<file path="src/rtl/alb_word_ctrl_if.sv">
// alb_word_ctrl_if
// Operand/flag bus between a word controller and one 4-bit ALB.
//   R, S  : nibble operands        (controller -> ALB)
//   CI    : carry into the nibble  (controller -> ALB)
//   I     : ALB function select    (controller -> ALB)
//   F     : nibble result          (ALB -> controller)
//   CO, VO, NO, ZO : carry, overflow, negative, zero of the nibble
// master = the controller (initiating end), slave = the ALB.
interface alb_word_ctrl_if;
  logic [3:0] R;
  logic [3:0] S;
  logic       CI;
  logic [1:0] I;
  logic [3:0] F;
  logic       CO;
  logic       VO;
  logic       NO;
  logic       ZO;

  modport master (output R, S, CI, I, input F, CO, VO, NO, ZO);
  modport slave  (input R, S, CI, I, output F, CO, VO, NO, ZO);
endinterface

</file>
<file path="src/rtl/alb_word_ctrl.sv">
// alb_word_ctrl
// Runs a W-bit (W = 4*N_NIB) operation on a 4-bit ALB, one nibble per step,
// least significant nibble first, chaining the ALB carry between nibbles.
// Ports:
//   clk, reset (async, active low)
//   start, op[1:0], a_in[W], b_in[W], cin : request, sampled only when idle
//   busy, done                            : handshake status
//   result[W], c_out, v_out, n_out, z_out : assembled word result and flags
//   alb (master modport)                  : operand/flag bus to the ALB
module alb_word_ctrl #(
  parameter int N_NIB   = 4,
  parameter int ALB_LAT = 0
) (
  input  logic                 clk,
  input  logic                 reset,
  input  logic                 start,
  input  logic [1:0]           op,
  input  logic [4*N_NIB-1:0]   a_in,
  input  logic [4*N_NIB-1:0]   b_in,
  input  logic                 cin,
  output logic                 busy,
  output logic                 done,
  output logic [4*N_NIB-1:0]   result,
  output logic                 c_out,
  output logic                 v_out,
  output logic                 n_out,
  output logic                 z_out,
  alb_word_ctrl_if.master      alb
);

  localparam int W     = 4 * N_NIB;
  localparam int NIB_W = (N_NIB > 1) ? $clog2(N_NIB) : 1;
  localparam logic [NIB_W-1:0] LAST_NIB  = NIB_W'(N_NIB - 1);
  // The WAIT counter starts at ALB_LAT-1 so the last WAIT cycle is the one
  // where it reads zero.
  localparam logic [1:0]       WAIT_INIT = 2'((ALB_LAT > 0) ? ALB_LAT - 1 : 0);

  typedef enum logic [1:0] {IDLE, ISSUE, WAIT, DONE} state_t;

  state_t           state_reg;
  logic [W-1:0]     a_reg;
  logic [W-1:0]     b_reg;
  logic [1:0]       op_reg;
  logic             cin_reg;
  logic [NIB_W-1:0] nib_idx_reg;
  logic [1:0]       wait_cnt_reg;
  logic             zacc_reg;
  logic             carry_reg;
  logic [W-1:0]     res_acc_reg;

  logic [3:0]       a_nib [N_NIB];
  logic [3:0]       b_nib [N_NIB];
  logic [W-1:0]     merged;
  logic             active;
  logic             arith;
  logic             sample;
  logic             last_nib;

  // Nibble views of the latched operands, and the working result with the
  // current ALB output dropped into the active nibble slot.
  genvar gi;
  generate
    for (gi = 0; gi < N_NIB; gi++) begin : g_nib
      assign a_nib[gi] = a_reg[4*gi +: 4];
      assign b_nib[gi] = b_reg[4*gi +: 4];
      assign merged[4*gi +: 4] = (nib_idx_reg == NIB_W'(gi)) ? alb.F
                                                              : res_acc_reg[4*gi +: 4];
    end
  endgenerate

  // Ops 00 (subtract) and 10 (add) use the carry chain; 01/11 are logic ops.
  assign arith    = ~op_reg[0];
  assign active   = (state_reg == ISSUE) || (state_reg == WAIT);
  assign last_nib = (nib_idx_reg == LAST_NIB);
  assign sample   = ((state_reg == ISSUE) && (ALB_LAT == 0)) ||
                    ((state_reg == WAIT) && (wait_cnt_reg == 2'd0));

  // ALB inputs decode only from registered state; nothing here depends on
  // the ALB outputs.
  always_comb begin
    alb.R  = 4'd0;
    alb.S  = 4'd0;
    alb.I  = 2'd0;
    alb.CI = 1'b0;
    if (active) begin
      alb.R = a_nib[nib_idx_reg];
      alb.S = b_nib[nib_idx_reg];
      alb.I = op_reg;
      if (arith) begin
        alb.CI = (nib_idx_reg == '0) ? cin_reg : carry_reg;
      end
    end
  end

  always_ff @(posedge clk or negedge reset) begin
    if (!reset) begin
      state_reg    <= IDLE;
      a_reg        <= '0;
      b_reg        <= '0;
      op_reg       <= '0;
      cin_reg      <= 1'b0;
      nib_idx_reg  <= '0;
      wait_cnt_reg <= '0;
      zacc_reg     <= 1'b0;
      carry_reg    <= 1'b0;
      res_acc_reg  <= '0;
      busy         <= 1'b0;
      done         <= 1'b0;
      result       <= '0;
      c_out        <= 1'b0;
      v_out        <= 1'b0;
      n_out        <= 1'b0;
      z_out        <= 1'b0;
    end else begin
      done <= 1'b0;
      case (state_reg)
        IDLE: begin
          if (start) begin
            a_reg       <= a_in;
            b_reg       <= b_in;
            op_reg      <= op;
            cin_reg     <= cin;
            nib_idx_reg <= '0;
            zacc_reg    <= 1'b1;
            busy        <= 1'b1;
            state_reg   <= ISSUE;
          end
        end
        ISSUE: begin
          if (ALB_LAT != 0) begin
            wait_cnt_reg <= WAIT_INIT;
            state_reg    <= WAIT;
          end
        end
        WAIT: begin
          if (wait_cnt_reg != 2'd0) begin
            wait_cnt_reg <= wait_cnt_reg - 2'd1;
          end
        end
        DONE: begin
          busy      <= 1'b0;
          state_reg <= IDLE;
        end
        default: state_reg <= IDLE;
      endcase

      // Sampling overrides the per-state next-state choice above.
      if (sample) begin
        res_acc_reg <= merged;
        zacc_reg    <= zacc_reg & alb.ZO;
        carry_reg   <= alb.CO;
        if (last_nib) begin
          result    <= merged;
          c_out     <= arith & alb.CO;
          v_out     <= arith & alb.VO;
          n_out     <= alb.NO;
          z_out     <= zacc_reg & alb.ZO;
          done      <= 1'b1;
          state_reg <= DONE;
        end else begin
          nib_idx_reg <= nib_idx_reg + 1'b1;
          state_reg   <= ISSUE;
        end
      end
    end
  end

endmodule

</file>
<file path="src/flat_wrapper.sv">
// flat-port wrapper written by rule: the top's interface ports become plain ports
module alb_word_ctrl_flat 
#(
  parameter int N_NIB   = 4,
  parameter int ALB_LAT = 0
)
  (clk, reset, start, op, a_in, b_in, cin, busy, done, result, c_out, v_out, n_out, z_out, alb_R, alb_S, alb_CI, alb_I, alb_F, alb_CO, alb_VO, alb_NO, alb_ZO);
  alb_word_ctrl_if alb_i ();
  input  logic clk;
  input  logic reset;
  input  logic start;
  input  logic [1:0] op;
  input  logic [4*N_NIB-1:0] a_in;
  input  logic [4*N_NIB-1:0] b_in;
  input  logic cin;
  output logic busy;
  output logic done;
  output logic [4*N_NIB-1:0] result;
  output logic c_out;
  output logic v_out;
  output logic n_out;
  output logic z_out;
  output wire logic [$bits(alb_i.R)-1:0] alb_R;
  output wire logic [$bits(alb_i.S)-1:0] alb_S;
  output wire logic [$bits(alb_i.CI)-1:0] alb_CI;
  output wire logic [$bits(alb_i.I)-1:0] alb_I;
  input wire logic [$bits(alb_i.F)-1:0] alb_F;
  input wire logic [$bits(alb_i.CO)-1:0] alb_CO;
  input wire logic [$bits(alb_i.VO)-1:0] alb_VO;
  input wire logic [$bits(alb_i.NO)-1:0] alb_NO;
  input wire logic [$bits(alb_i.ZO)-1:0] alb_ZO;
  assign alb_R = alb_i.R;
  assign alb_S = alb_i.S;
  assign alb_CI = alb_i.CI;
  assign alb_I = alb_i.I;
  assign alb_i.F = alb_F;
  assign alb_i.CO = alb_CO;
  assign alb_i.VO = alb_VO;
  assign alb_i.NO = alb_NO;
  assign alb_i.ZO = alb_ZO;
  alb_word_ctrl #(.N_NIB(N_NIB), .ALB_LAT(ALB_LAT)) u_core (.clk(clk), .reset(reset), .start(start), .op(op), .a_in(a_in), .b_in(b_in), .cin(cin), .busy(busy), .done(done), .result(result), .c_out(c_out), .v_out(v_out), .n_out(n_out), .z_out(z_out), .alb(alb_i));
endmodule
</file>
<file path="config.mk">
export PLATFORM = sky130hd
export DESIGN_NAME = alb_word_ctrl_flat
export DESIGN_NICKNAME = d
export VERILOG_FILES = /design/src/rtl/alb_word_ctrl_if.sv /design/src/rtl/alb_word_ctrl.sv /design/src/flat_wrapper.sv
export SDC_FILE = /design/constraint.sdc
export NUM_CORES = 1
export LEC_CHECK = 0
export ABC_AREA = 1
export CAP_MARGIN = 20
export CORE_MARGIN = 3
export CORE_UTILIZATION = 50
export DETAILED_ROUTE_END_ITERATION = 8
export PLACE_DENSITY = 0.79
export SLEW_MARGIN = 20
export SYNTH_ARGS = -nofsm -noshare
export SYNTH_HDL_FRONTEND = slang
export SYNTH_SLANG_ARGS = --single-unit
</file>
<file path="constraint.sdc">
create_clock -name clk -period 2.4 [get_ports clk]
set_input_delay 0.6 -clock clk [delete_from_list [all_inputs] [get_ports clk]]
set_output_delay 0.6 -clock clk [all_outputs]
set_load 0.03 [all_outputs]
</file>
# Word level (Yosys, flattened, before mapping)
# Index checks and enable logic that the tools add are counted.
totals:
  register_bits: 81
  inputBits: 46
  word_cells: 80
op_classes:
  n_addsub: 2
  n_lt_le_gt_ge: 1
  n_eq_ne: 8
  muxes: 30
  n_bitwise: 5
  reduce_logical: 17
op_table:
  columns: ["operator", "count"]
  rows:
  - ["$mux W4", 10]
  - ["$bmux W4 S2", 2]
  - ["$mux W2", 8]
  - ["$reduce_and A2 Y1", 6]
  - ["$eq A2 B2 Y1 const B", 4]
  - ["$mux W1", 8]
  - ["$reduce_bool A2 Y1", 4]
  - ["$logic_not A2 Y1", 3]
  - ["$eq A2 B1 Y1 const B", 2]
  - ["$pmux W2 S2", 1]
  - ["$and A1 B1 Y1", 3]
  - ["$ge A3 B3 Y1 const B", 1]
  - ["$ne A3 B2 Y1 const B", 1]
  - ["$not A2 Y3", 1]
  - ["$reduce_bool A3 Y1", 1]
  - ["$add A2 B1 Y2 const B", 1]
  - ["$logic_or A1 B1 Y1", 2]
  - ["$ne A2 B2 Y1 const B", 1]
  - ["$pmux W1 S2", 1]
  - ["$sub A2 B1 Y2 const B", 1]
  - ["$logic_and A1 B1 Y1", 1]
  - ["$not A1 Y1", 1]

# Longest topological paths before layout
depth:
  ltp_word: 5
  ltp_mapped: 9
  mapped_depth_nobuf: 8

# Worst setup path after synthesis
# No wires, ideal clock.
synth_timing:
  path_type: "register -> output"
  start: "register u_core.nib_idx_reg[1]"
  end: "output port alb_CI"
  t_arrival_ns: 1.678
  required_time_ns: 1.800
  path_slack_ns: 0.122
  path_stages_with_launch: 8
  path_cell_list: "dfrtp_1 -> buf_4 -> clkinv_1 -> ha_1 -> buf_2 -> o21ai_0 -> nand2_1 -> nor2_1"
synth_between:
  elab_chain_cells: 4
synth_rtl:
  columns: ["element", "line", "rtl"]
  rows:
  - ["start: declaration", "alb_word_ctrl.sv:45", "logic [NIB_W-1:0] nib_idx_reg;"]
  - ["start signal: assignment", "alb_word_ctrl.sv:161", "nib_idx_reg <= nib_idx_reg + 1'b1;"]
  - ["$logic_not A2 Y1", "alb_word_ctrl.sv:90", "alb.CI = (nib_idx_reg == '0) ? cin_reg : carry_reg;"]
  - ["$mux W1", "alb_word_ctrl.sv:90", null]
  - ["$mux W1", "alb_word_ctrl.sv:89", "if (arith) begin"]
  - ["$mux W1", "alb_word_ctrl.sv:85", "if (active) begin"]
  - ["end: declaration", "flat_wrapper.sv:25", "output wire logic [$bits(alb_i.CI)-1:0] alb_CI;"]
# Every way passes these cells.

# Worst setup path in the final report
layout_timing:
  start: "register u_core.state_reg[1]"
  end: "output port alb_I[1]"
layout_between:
  elab_chain_cells: 3
  word_cells_on_any_way: 4
  cone_classes: "eq/ne (2); mux (1); reduce/logical (1)"
layout_rtl:
  columns: ["element", "line", "rtl"]
  rows:
  - ["start: declaration", "alb_word_ctrl.sv:40", "state_t state_reg;"]
  - ["start signal: assignment", "alb_word_ctrl.sv:97", "state_reg <= IDLE;"]
  - ["start signal: assignment", "alb_word_ctrl.sv:126", "state_reg <= ISSUE;"]
  - ["start signal: assignment", "alb_word_ctrl.sv:132", "state_reg <= WAIT;"]
  - ["$eq A2 B1 Y1 or $eq A2 B2 Y1 (tied branches)", "alb_word_ctrl.sv:73", "assign active = (state_reg == ISSUE) || (state_reg == WAIT);"]
  - ["$logic_or A1 B1 Y1 (*)", "alb_word_ctrl.sv:73", null]
  - ["$mux W2 (*)", "alb_word_ctrl.sv:85", null]
  - ["end: declaration", "flat_wrapper.sv:26", "output wire logic [$bits(alb_i.I)-1:0] alb_I;"]
# Every way passes the cells marked *; elsewhere a longest branch is shown, timed or not.

==> flow_summary.json <==
{
  "status": "finished clean",
  "core_area_um2": 6910,
  "drcViolationCount": 0,
  "diodes": 0,
  "dpl_cell_area_um2": 4470,
  "synth.avg_cell_area_um2": 8.26,
  "period_share": 0.951,
  "netlist_area_um2": 3610,
  "drive_above_1_share": 0.0992,
  "gp_congestion": 0.813,
  "r2r_end": "u_core.result[11]",
  "dr.pass1.iters": 4,
  "hold_violations": 0,
  "antenna_found_initial": 0,
  "first_global_vias": 2987,
  "yosysWarnings": 0,
  "clk_latency_ns": 0.34,
  "synth_seq_cells": 77,
  "fillers": 610,
  "nets": 577,
  "stdcell_area_um2": 4650,
  "gr-total-overflow": 0,
  "grt_max_degree": 52,
  "dp_hpwl_um": 5710,
  "vias": 3034,
  "synth_top_area_cell": "dfrtp_1",
  "power_density_nw_per_um2": 1370,
  "start_util": 0.523,
  "via_per_inst": 4.89,
  "wl_um": 7840,
  "antenna_left": 0,
  "area_delta_synth_final_pct": 28.7,
  "grt_setup_unrepaired": "false",
  "fin_worst_skew_ns": 0.00442,
  "ys_seq_area_frac": 0.534,
  "die_area_um2": 8270,
  "critical_path_class": "reg -> out",
  "maxCapViolCount": 0,
  "max_stage_delay_ns": 0.39,
  "tightest_slew_ns": 0.440,
  "ios": 79,
  "yosys-top-cells-area": "dfrtp_1 (53%), nand2_1 (12%), inv_1 (6.3%)",
  "critPathRequiredTime_ns": 1.80,
  "first_iter_violations": 141,
  "final.setup.tns_ns": 0,
  "cts_htree_levels": 3,
  "syn_nets": 494,
  "hold_buffers": 0,
  "min_path_type": "in -> async",
  "synth.distinct_cells": 18,
  "cts_root_buffer": "clkbuf_8",
  "finalSetupViolCount": 0,
  "cp_slowest_cell": "dfrtp_1",
  "die_w_um": 91.0,
  "std_cell_rows": 30,
  "finalCriticalPeriod_ns": 2.28,
  "reg2reg_from": "u_core.state_reg[0]",
  "max_freq_mhz": 438,
  "grt_pass1_wl_um": 13600,
  "critPathLaunchType": "flip-flop",
  "grt_util_all_layers": 0.205,
  "wire_per_inst_um": 12.6,
  "crit_fanout": 4,
  "cts_buffers": 9,
  "clk_pin_slew_ns": 0.07,
  "synth_top_area_share": 0.534,
  "reg2reg_slack_ns": 0.70,
  "r2r_cells": 8,
  "portBuffers": 78,
  "maxSlewHeadroom": 0.707,
  "cp.arrival_ns": 1.68,
  "p_leak_uw": 0.00235,
  "clock_sinks": 77,
  "die_h_um": 91.0,
  "netlist_instances": 437,
  "crit_chain": "inv_1 > ha_1 > nand2_1 > inv_1 > clkdlybuf4s15_1",
  "clockBufferDepth": 2,
  "drv_slew": 0,
  "cts_tree": "built",
  "cp-end-kind": "output port",
  "crit_path_frequent_cell": "inv_1",
  "post-route-util": 0.673,
  "ir_drop_mv": 0.952
}
-- final cells by class --
type                       instances  area [µm²]  area share
timing repair buffer              91         878       0.189
clock buffer                      13         149      0.0320
tap                               96         120      0.0259
inverter                          65         244      0.0525
sequential                        77        1930       0.415
clock inverter                     2        10.0     0.00215
multi-input combinational        276        1320       0.284
-- kinds of logic (layout without fill, tap and decap cells) --
group / Yosys count / after routing / share of synthesized area
AOI/OAI and AO/OA: 82 / 82 / 0.115
xor gates and xnor gates: 1 / 1 / 0.00243
adders and majority gates: 11 / 11 / 0.0381
buffers and inverters: 84 / 171 / 0.103
DFF: 77 / 77 / 0.534
and+or+nand+nor: 182 / 182 / 0.208
-- cell usage after synthesis --
cell type  instances
o21ai_2            1
clkinv_1           2
nand2_1          114
o21ai_0           40
inv_2              2
buf_4              3
inv_1             61
nand3_1           22
nand2_2           10
ha_1              11
xor2_1             1
dfrtp_1           77
buf_2             10
clkbuf_2           2
buf_6              4
a21oi_1           41
nor2_1            34
nand2_4            2
-- metal layers --
layer	part of all wire	GRT usage	up-vias	wire, µm
met4	0.018	0.0879	0	141
met5	0	0	-	0
met3	0.054	0.0398	14	427
met2	0.47	0.329	112	3710
met1	0.45	0.272	1390	3560
li1	-	-	1518	-
-- cells in the final DEF (no fill, tap or decap) --
cell type,count
nand3_1,22
a21oi_1,40
buf_4,21
inv_1,61
buf_12,2
clkbuf_1,3
clkdlybuf4s15_1,2
nand2_4,2
clkdlybuf4s50_1,66
nor2_1,34
o21ai_2,1
xor2_1,1
a21oi_2,1
o21ai_0,40
clkinv_1,2
clkinv_2,2
ha_1,11
dfrtp_1,77
nand2_2,11
clkbuf_8,10
nand2_1,113
inv_2,2
-- stage by stage --
step	setup slack [ns]	power (µW)	cells	hold WS (ns)
6_report	0.117	6350	620	0.191
5_1_grt	0.00121	6870	620	0.215
4_1_cts	0.0516	6380	618	0.192
3_5_place_dp	0.167	5550	603	0.469
3_3_place_gp	0.230	5430	603	0.459
2_1_floorplan	0.122	4420	437	0.304
-- power breakdown --
part	internal, µW	switching (µW)
Sequential	1880	233
Clock	396	427
Combinational	1260	2160
Total	3530	2820
-- critical path, delay by kind of cell, from the launching register on --
family / cells / cell delay [ns]
buffers and inverters: 3 / 0.54
flip-flops: 1 / 0.39
adder cells (fa/ha/maj): 1 / 0.34
AND/OR/NAND/NOR: 1 / 0.06
-- worst max path at each step --
| stage | cells past startpoint | end | slack [ns] | start |
|---|---|---|---|---|
| detailed placement | 5 | alb_I[1] | 0.17 | u_core.state_reg[0] |
| global placement | 5 | alb_I[0] | 0.23 | u_core.state_reg[0] |
| finish | 5 | alb_I[1] | 0.12 | u_core.state_reg[1] |
| CTS | 5 | alb_R[0] | 0.05 | u_core.state_reg[0] |
| global route | 5 | alb_S[0] | 0.001 | u_core.state_reg[1] |
| floorplan | 7 | alb_CI | 0.12 | u_core.nib_idx_reg[1] |
-- repair_timing --
| item | in CTS | in global routing |
|---|---|---|
| gates cloned | 0 | 0 |
| pin swaps | 0 | 0 |
| buffers inserted | 0 | 2 |
| gates resized for setup | 2 | 3 |
| setup endpoints to repair | 2 | 4 |
No activity file was read; power rests on OpenSTA's default activity.
